**config.mk**
```make
export PLATFORM = sky130hd
export DESIGN_NAME = otter_mem_arbiter
export DESIGN_NICKNAME = d
export VERILOG_FILES = /design/src/rtl/otter_arb_pkg.sv /design/src/rtl/otter_arb_starve_ctr.sv /design/src/rtl/otter_mem_arbiter.sv
export SDC_FILE = /design/constraint.sdc
export NUM_CORES = 1
export LEC_CHECK = 0
export CORE_AREA = 5 5 117 119
export DETAILED_ROUTE_END_ITERATION = 10
export DIE_AREA = 0 0 122 124
export GPL_ROUTABILITY_DRIVEN = 1
export PLACE_DENSITY_LB_ADDON = 0.25
export SYNTH_ARGS = -nofsm -noshare
export SYNTH_HDL_FRONTEND = slang
export SYNTH_SLANG_ARGS = --single-unit
```
**constraint.sdc**
```tcl
create_clock -name CLK -period 1.95 [get_ports CLK]
set_input_delay 0.39 -clock CLK [delete_from_list [all_inputs] [get_ports CLK]]
set_output_delay 0.39 -clock CLK [all_outputs]
set_load 0.01 [all_outputs]
```
**src/rtl/otter_arb_pkg.sv**
```systemverilog
// -----------------------------------------------------------------------------
// otter_arb_pkg
// Shared types for the Otter memory data-port arbiter (port 2).
//   state_t : arbiter sequencing states (IDLE, RD_CPU, RD_DMA)
//   owner_t : which requester owns the current memory access
//   size_t  : access size encoding (SZ_BYTE / SZ_HALF / SZ_WORD)
//   mem_req_t : one requester's access attributes, bundled for muxing
// -----------------------------------------------------------------------------
package otter_arb_pkg;

    typedef enum logic [1:0] {
        IDLE   = 2'd0,
        RD_CPU = 2'd1,
        RD_DMA = 2'd2
    } state_t;

    typedef enum logic {
        OWN_CPU = 1'b0,
        OWN_DMA = 1'b1
    } owner_t;

    typedef logic [1:0] size_t;

    localparam size_t SZ_BYTE = 2'd0;
    localparam size_t SZ_HALF = 2'd1;
    localparam size_t SZ_WORD = 2'd2;

    typedef struct packed {
        logic        we;
        logic [31:0] addr;
        logic [31:0] din;
        size_t       size;
        logic        sign;
    } mem_req_t;

endpackage

```
**src/rtl/otter_arb_starve_ctr.sv**
```systemverilog
// -----------------------------------------------------------------------------
// otter_arb_starve_ctr
// DMA starvation counter for the fair-arbitration build. Counts arbitration
// cycles in which DMA asked but the CPU won, saturating at STARVE_MAX. While
// the count equals STARVE_MAX, force_dma tells the arbiter to let DMA win.
// Only present when OTTER_ARB_FAIR_EN is defined; the default build leaves
// this file empty.
//
// Ports:
//   CLK       in   clock, rising edge
//   RST_N     in   synchronous active-low reset (clears the count)
//   inc       in   DMA denied this cycle (IDLE, DMA_REQ, CPU won)
//   clr       in   DMA granted this cycle
//   force_dma out  count has reached STARVE_MAX
// -----------------------------------------------------------------------------
`ifdef OTTER_ARB_FAIR_EN
module otter_arb_starve_ctr #(
    parameter int unsigned STARVE_MAX = 8
) (
    input  logic CLK,
    input  logic RST_N,
    input  logic inc,
    input  logic clr,
    output logic force_dma
);

    localparam logic [7:0] LIMIT = 8'(STARVE_MAX);

    logic [7:0] cnt;

    // NOTE: sequential state uses non-blocking assignments so every flop
    // samples pre-edge values, independent of statement order.
    always_ff @(posedge CLK) begin
        if (!RST_N) begin
            cnt <= '0;
        end else if (clr) begin
            cnt <= '0;
        end else if (inc && (cnt != LIMIT)) begin
            cnt <= cnt + 8'd1;
        end
    end

    assign force_dma = (cnt == LIMIT);

endmodule
`endif

```
**src/rtl/otter_mem_arbiter.sv**
```systemverilog
// -----------------------------------------------------------------------------
// otter_mem_arbiter
// Two-requester arbiter for the Otter memory data port (MEM_*2). Shares the
// synchronous-read port between the CPU load/store path and a DMA/debug
// master. A store completes at its grant edge; a load is granted in IDLE and
// its data is steered back to the owner one cycle later (RD_CPU / RD_DMA).
// The grant path is combinational from REQ; MEM_DOUT2 only feeds the DOUTs.
//
// Build option:
//   OTTER_ARB_FAIR_EN  defined   : starvation counter gives DMA forced
//                                  priority after STARVE_MAX denied cycles
//                      undefined : fixed CPU priority, STARVE_MAX unused
//
// Ports:
//   CLK, RST_N                         clock, synchronous active-low reset
//   CPU_REQ/WE/ADDR/DIN/SIZE/SIGN      CPU access request + attributes
//   CPU_GNT, CPU_RVALID, CPU_DOUT      CPU grant, load-data valid, load data
//   DMA_*                              same, DMA side
//   MEM_RDEN2, MEM_WE2                 memory read/write strobes
//   MEM_ADDR2, MEM_DIN2                memory address / write data
//   MEM_SIZE, MEM_SIGN                 access attributes to memory
//   MEM_DOUT2                          memory read data (cycle after RDEN)
//   BUSY                               a read is in flight
// -----------------------------------------------------------------------------
module otter_mem_arbiter
    import otter_arb_pkg::*;
#(
    parameter int unsigned STARVE_MAX = 8
) (
    input  logic        CLK,
    input  logic        RST_N,

    input  logic        CPU_REQ,
    input  logic        CPU_WE,
    input  logic [31:0] CPU_ADDR,
    input  logic [31:0] CPU_DIN,
    input  logic [1:0]  CPU_SIZE,
    input  logic        CPU_SIGN,
    output logic        CPU_GNT,
    output logic        CPU_RVALID,
    output logic [31:0] CPU_DOUT,

    input  logic        DMA_REQ,
    input  logic        DMA_WE,
    input  logic [31:0] DMA_ADDR,
    input  logic [31:0] DMA_DIN,
    input  logic [1:0]  DMA_SIZE,
    input  logic        DMA_SIGN,
    output logic        DMA_GNT,
    output logic        DMA_RVALID,
    output logic [31:0] DMA_DOUT,

    output logic        MEM_RDEN2,
    output logic        MEM_WE2,
    output logic [31:0] MEM_ADDR2,
    output logic [31:0] MEM_DIN2,
    output logic [1:0]  MEM_SIZE,
    output logic        MEM_SIGN,
    input  logic [31:0] MEM_DOUT2,

    output logic        BUSY
);

    state_t   state;
    state_t   state_nxt;
    logic     force_dma;
    logic     dma_wins;
    logic     cpu_wins;
    owner_t   win_owner;
    mem_req_t cpu_attr;
    mem_req_t dma_attr;
    mem_req_t win_attr;

    // -------------------------------------------------------------------------
    // Optional fairness: DMA gets forced priority once starved long enough.
    // -------------------------------------------------------------------------
`ifdef OTTER_ARB_FAIR_EN
    logic starve_inc;

    // Counts only real arbitration cycles, so a reset cycle never increments.
    assign starve_inc = RST_N && (state == IDLE) && cpu_wins && DMA_REQ;

    otter_arb_starve_ctr #(
        .STARVE_MAX (STARVE_MAX)
    ) u_starve_ctr (
        .CLK       (CLK),
        .RST_N     (RST_N),
        .inc       (starve_inc),
        .clr       (DMA_GNT),
        .force_dma (force_dma)
    );
`else
    localparam int unsigned unused_starve_max = STARVE_MAX;
    assign force_dma = 1'b0;
`endif

    // -------------------------------------------------------------------------
    // Winner selection: CPU by default, DMA when alone or when forced.
    // -------------------------------------------------------------------------
    assign cpu_attr  = '{we: CPU_WE, addr: CPU_ADDR, din: CPU_DIN,
                         size: CPU_SIZE, sign: CPU_SIGN};
    assign dma_attr  = '{we: DMA_WE, addr: DMA_ADDR, din: DMA_DIN,
                         size: DMA_SIZE, sign: DMA_SIGN};

    assign dma_wins  = DMA_REQ && (!CPU_REQ || force_dma);
    assign cpu_wins  = CPU_REQ && !dma_wins;
    assign win_owner = dma_wins ? OWN_DMA : OWN_CPU;
    assign win_attr  = (win_owner == OWN_DMA) ? dma_attr : cpu_attr;

    // -------------------------------------------------------------------------
    // State register
    // -------------------------------------------------------------------------
    // NOTE: reset is synchronous: it is only looked at inside the clocked
    // process, so RST_N never appears in the sensitivity list.
    always_ff @(posedge CLK) begin
        if (!RST_N) begin
            state <= IDLE;
        end else begin
            state <= state_nxt;
        end
    end

    // -------------------------------------------------------------------------
    // Next state and outputs
    // -------------------------------------------------------------------------
    always_comb begin
        // NOTE: every output gets a default first so no path through the
        // case leaves a variable unassigned (which would infer a latch).
        state_nxt  = state;
        CPU_GNT    = 1'b0;
        CPU_RVALID = 1'b0;
        CPU_DOUT   = '0;
        DMA_GNT    = 1'b0;
        DMA_RVALID = 1'b0;
        DMA_DOUT   = '0;
        MEM_RDEN2  = 1'b0;
        MEM_WE2    = 1'b0;
        MEM_ADDR2  = '0;
        MEM_DIN2   = '0;
        MEM_SIZE   = '0;
        MEM_SIGN   = 1'b0;
        BUSY       = 1'b0;

        if (!RST_N) begin
            // Outputs stay at their zero defaults; an in-flight read is dropped.
            state_nxt = IDLE;
        end else begin
            case (state)
                IDLE: begin
                    if (cpu_wins || dma_wins) begin
                        CPU_GNT   = cpu_wins;
                        DMA_GNT   = dma_wins;
                        MEM_RDEN2 = ~win_attr.we;
                        MEM_WE2   = win_attr.we;
                        MEM_ADDR2 = win_attr.addr;
                        MEM_DIN2  = win_attr.din;
                        MEM_SIZE  = win_attr.size;
                        MEM_SIGN  = win_attr.sign;
                        // Stores finish at the grant edge; loads wait a cycle.
                        if (!win_attr.we) begin
                            state_nxt = (win_owner == OWN_DMA) ? RD_DMA : RD_CPU;
                        end
                    end
                end

                RD_CPU: begin
                    BUSY       = 1'b1;
                    CPU_RVALID = 1'b1;
                    CPU_DOUT   = MEM_DOUT2;
                    state_nxt  = IDLE;
                end

                RD_DMA: begin
                    BUSY       = 1'b1;
                    DMA_RVALID = 1'b1;
                    DMA_DOUT   = MEM_DOUT2;
                    state_nxt  = IDLE;
                end

                default: begin
                    state_nxt = IDLE;
                end
            endcase
        end
    end

endmodule

```
### After elaboration in Yosys (flattened, before gate mapping)

Index checks and enable logic that the tools add are counted.

* input port bits: 172
* output and inout bits: 138
* word-level logic and storage cells: 50
* register bits: 2

* eq/ne operators: 2
* multiplexer cells: 37
* reductions and logical operators: 9
* bitwise gates (word level): 1

Operators by type and width (number)
* 32-bit 2-to-1 mux: 10
* 68-bit 2-to-1 mux: 1
* 1-bit 2-to-1 mux: 22
* 2-bit 2-to-1 mux: 4
* 2-bit AND reduction: 2
* 2-bit by 1-bit equality test with 1-bit output, second input constant: 1
* 2-bit equality test, second input constant: 1
* 1-bit logical AND: 2
* 1-bit zero test: 2
* 2-bit zero test: 1
* 2-bit OR reduction: 1
* 1-bit logical OR: 1
* 1-bit NOT: 1

### Logic depth before layout (Yosys ltp)

* word-level depth: 8
* mapped depth: 7
* depth with buffers taken out: 5

### Least setup slack after synthesis

Ideal clock, no wire load.

* kind: register to output
* start point: register state[0]
* end point: output port MEM_ADDR2[10]
* path slack: 0.183 ns
* required time: 1.560 ns
* arrival: 1.377 ns
* path buffers: 3
* cell stages (with the launch flop): 8
* cells stage by stage: dfxtp_1 > inv_1 > ha_1 > and3_1 > clkbuf_2 > buf_2 > buf_2 > a22o_1

* word-level cells in the longest chain between the ends: 3

Ends and longest elaborated chain
* start: declaration: line otter_mem_arbiter.sv:64 `state_t state;`
* start signal: assignment: line otter_mem_arbiter.sv:119 `state <= state_nxt;`
* 2-bit zero test: line otter_mem_arbiter.sv:148 `case (state)`
* 32-bit 2-to-1 mux: line otter_mem_arbiter.sv:148
* 32-bit 2-to-1 mux: line otter_mem_arbiter.sv:144 `if (!RST_N) begin`
* end: declaration: line otter_mem_arbiter.sv:55 `output logic [31:0] MEM_ADDR2,`

No other way between the ends.

### Worst setup path in the final report

* start point: register state[1]
* end point: output port MEM_DIN2[31]

* word-level cells in the longest chain between the ends: 3

Ends and longest elaborated chain
* 2-bit zero test: line otter_mem_arbiter.sv:148
* 32-bit 2-to-1 mux: line otter_mem_arbiter.sv:148
* 32-bit 2-to-1 mux: line otter_mem_arbiter.sv:144
* end: declaration: line otter_mem_arbiter.sv:56 `output logic [31:0] MEM_DIN2,`

No other way between the ends.

==> flow_metrics.py <==
metrics = {
    "sta": {
        "skew_ps": 3.697,
        "setup_viol": 68,
        "totalNegativeSetupSlack_ps": -7645,
        "slew_headroom_pct": 83.84,
        "fin_crit_sh_pct": 110.0,
        "tightestPinTransition_ps": 242.4,
        "worst_slack_ps": -195.8,
        "rsz0062_at_grt": "yes",
        "finalCriticalPeriod_ps": 2146,
        "drv_slew": 0,
        "hold_viol": 0,
        "clock.fmax_ghz": 0.4660,
    },
    "floorplanning": {
        "num_io_pins": 310,
        "rows": 41,
        "fp.dieArea_sq_um": 15130,
        "start_util_pct": 10.46,
        "core_area_sq_um": 12470,
        "die_y_microns": 124,
        "die_w_microns": 122,
    },
    "clock_tree": {
        "clock_sinks": 2,
        "cts_root_buffer": "clkbuf_16",
        "htreeDepth": 1,
        "clk_pin_slew_worst_paths_ps": 30,
        "numCtsBuffers": 3,
        "insertion_delay_ps": 220,
        "cts_max_path_buffers": 2,
        "cts_tree": "done",
    },
    "final_layout": {
        "multi_input_area_sq_um": 1187,
        "regArea_sq_um": 42.54,
        "largest_reg_flops": 2,
        "fin_cells": 681,
        "reg_top3": "state (2)",
        "drive_above_1_share_pct": 34.84,
        "fill_cells": 1321,
        "area_growth_pct": 268.7,
        "top_register": "state",
        "nets": 685,
        "fin_area_sq_um": 4807,
    },
    "routing": {
        "wl_microns": 13580,
        "remaining_drc_errors": 0,
        "via_per_inst": 4.308,
        "routedWlPerCell_microns": 19.93,
        "drt_iter0_markers": 104,
        "ant_nets": 0,
        "firstDrtPassIters": 4,
        "num_vias": 2934,
    },
    "outcome": {
        "violations": "setup timing",
        "outcome": "finished with violations",
    },
    "power_and_ir_drop": {
        "pwr-share-comb_pct": 73.7,
        "p_int_uw": 936.3,
        "p_sw_share_pct": 30.67,
        "power_mw": 1.350,
        "seq_power_share_pct": 3.4,
        "clockPowerShare_pct": 23.0,
        "powerDensity_nw_per_um2": 280.9,
        "switchingPower_uw": 414.1,
        "vdd_drop_max_mv": 0.2866,
        "power_leakage_nw": 2.523,
    },
    "grt": {
        "grt_pass1_vias": 3122,
        "antenna_found_initial": 0,
        "grt_first_pass_wirelength_microns": 18880,
        "grt_overflow": 0,
        "grt_max_degree": 39,
        "grt_use_total_pct": 16.04,
    },
    "placement": {
        "hpwl_microns": 10120,
        "numPortBuffers": 309,
        "post-place-cells": 652,
        "post_dp_cell_area_sq_um": 4676,
        "gp_congestion": 0.8358,
        "dp_worst_setup_slack_ps": -768.5,
    },
    "worst_hold_path": {
        "hp-class": "flip-flop to flip-flop",
        "holdPathStages": 3,
        "hp-start": "state[1]",
        "min_to": "state[1]",
    },
    "worst_setup_path": {
        "critical_path_class": "flip-flop to output port",
        "crit_required_ps": 1560,
        "reg2reg_depth": 7,
        "rrSetupSlack_ps": 760,
        "critPathLaunchType": "flip-flop",
        "r2r_end": "state[1]",
        "cp_max_fo": 6,
        "r2r_start": "state[1]",
        "arrival_ps": 1760,
        "critPathCaptureType": "output port",
    },
    "logic_synthesis": {
        "syn_area_sq_um": 1304,
        "synth_nets": 357,
        "yosysWarningCount": 0,
        "ys_types": 18,
        "synth-seq-cells": 2,
        "ys_seq_area_share_pct": 3.071,
        "syn_avg_cell_area_sq_um": 7.163,
        "syn_inst": 182,
    },
    "run": {
        "maxCapViolCount": 0,
    },
}
Yosys cell counts (all sizes together):
cell,count,area (sq um)
inv,2,7.510
ha,3,37.54
clkbuf,18,68.81
buf,10,65.06
dfxtp,2,40.04
and2,3,18.77
nand3b,1,7.510
or3b,1,8.760
a21oi,4,20.02
a22o,67,586.8
nand2b,1,6.260
nand2,4,17.52
and3,65,406.6
nor3b,1,12.51
power groups by stage:
stage | clock (mW) | sequential [mW] | combinational (mW)
floorplan | 0 | 0.0456 | 0.265
global placement | 0 | 0.0452 | 0.954
detailed placement | 0 | 0.0452 | 0.956
CTS | 0.318 | 0.0456 | 0.997
global route | 0.318 | 0.0459 | 1.06
finish | 0.310 | 0.0456 | 0.995
kinds of logic after synthesis:
kind of cell | share of synthesized area [%]
adder cells (fa/ha/maj) | 2.879
AND/OR/NAND/NOR | 36.66
flip-flops | 3.071
buffers and inverters | 10.84
AO/OA/AOI/OAI | 46.54
worst max-delay path, stage by stage (launching register included):
cell,delay (ps)
dfxtp_2,310
inv_2,70
ha_4,160
nand2_4,60
nor3b_4,210
buf_6,180
buf_12,130
buf_16,120
a22o_1,160
buf_2,140
routing by layer:
metal / part of all wire, % / global-route usage [%]
met1: 37 / 18.67
met2: 52 / 30.15
met3: 10 / 4.087
met4: 0.94 / 2.311
met5: 0 / 0
placed cells by master, fill, tap and decap left out:
| master | synthesis | routed |
|---|---|---|
| a22o_1 | 67 | 66 |
| buf_6 | 2 | 25 |
| bufbuf_16 | 0 | 2 |
| clkdlybuf4s50_1 | 0 | 168 |
| buf_2 | 7 | 67 |
| ha_4 | 0 | 3 |
| or3b_4 | 0 | 1 |
| nand2_4 | 0 | 1 |
| buf_4 | 1 | 14 |
| a21oi_1 | 4 | 3 |
| buf_12 | 0 | 11 |
| clkdlybuf4s15_1 | 0 | 4 |
| and2_1 | 3 | 3 |
| buf_16 | 0 | 8 |
| nand3b_1 | 1 | 1 |
| nand2b_1 | 1 | 1 |
| a21oi_2 | 0 | 1 |
| and3_2 | 0 | 1 |
| clkbuf_16 | 0 | 3 |
| dfxtp_2 | 0 | 2 |
| nand2_1 | 3 | 3 |
| diode_2 | 0 | 1 |
| a22o_4 | 0 | 1 |
| clkbuf_2 | 1 | 34 |
| nor3b_4 | 0 | 1 |
| dlygate4sd2_1 | 0 | 18 |
| and3_1 | 65 | 64 |
| inv_2 | 0 | 2 |
layout make-up:
cell class,count,share of cell area [%]
tap,172,4.477
timing repair buffer,351,68.17
inverter,2,0.1562
multi-input combinational,150,24.70
antenna,1,0.05206
clock buffer,3,1.562
sequential,2,0.8850
metrics by stage:
step / util (%) / hold slack (ps)
after CTS: 39.22 / 590.4
after floorplan: - / 452.8
final: 38.56 / 605.4
after global routing: 38.54 / 628.4
after global placement: 37.51 / 574.3
after detailed placement: 37.51 / 579.8
worst max path at each step:
stage | start | to | cells past startpoint
2_1_floorplan | state[0] | MEM_ADDR2[10] | 7
3_3_place_gp | RST_N | MEM_SIZE[1] | 6
3_5_place_dp | RST_N | MEM_SIZE[1] | 6
4_1_cts | state[1] | MEM_DIN2[31] | 9
5_1_grt | state[1] | MEM_DIN2[4] | 10
6_report | state[1] | MEM_DIN2[31] | 9
repair_timing:
action	4_1_cts	5_1_grt
gates cloned	11	0
setup endpoints to repair	138	107
hold buffers	0	0
setup buffers	10	5
pin swaps	32	28
gates resized for setup	460	69
Power figures use the tool's default switching activity.
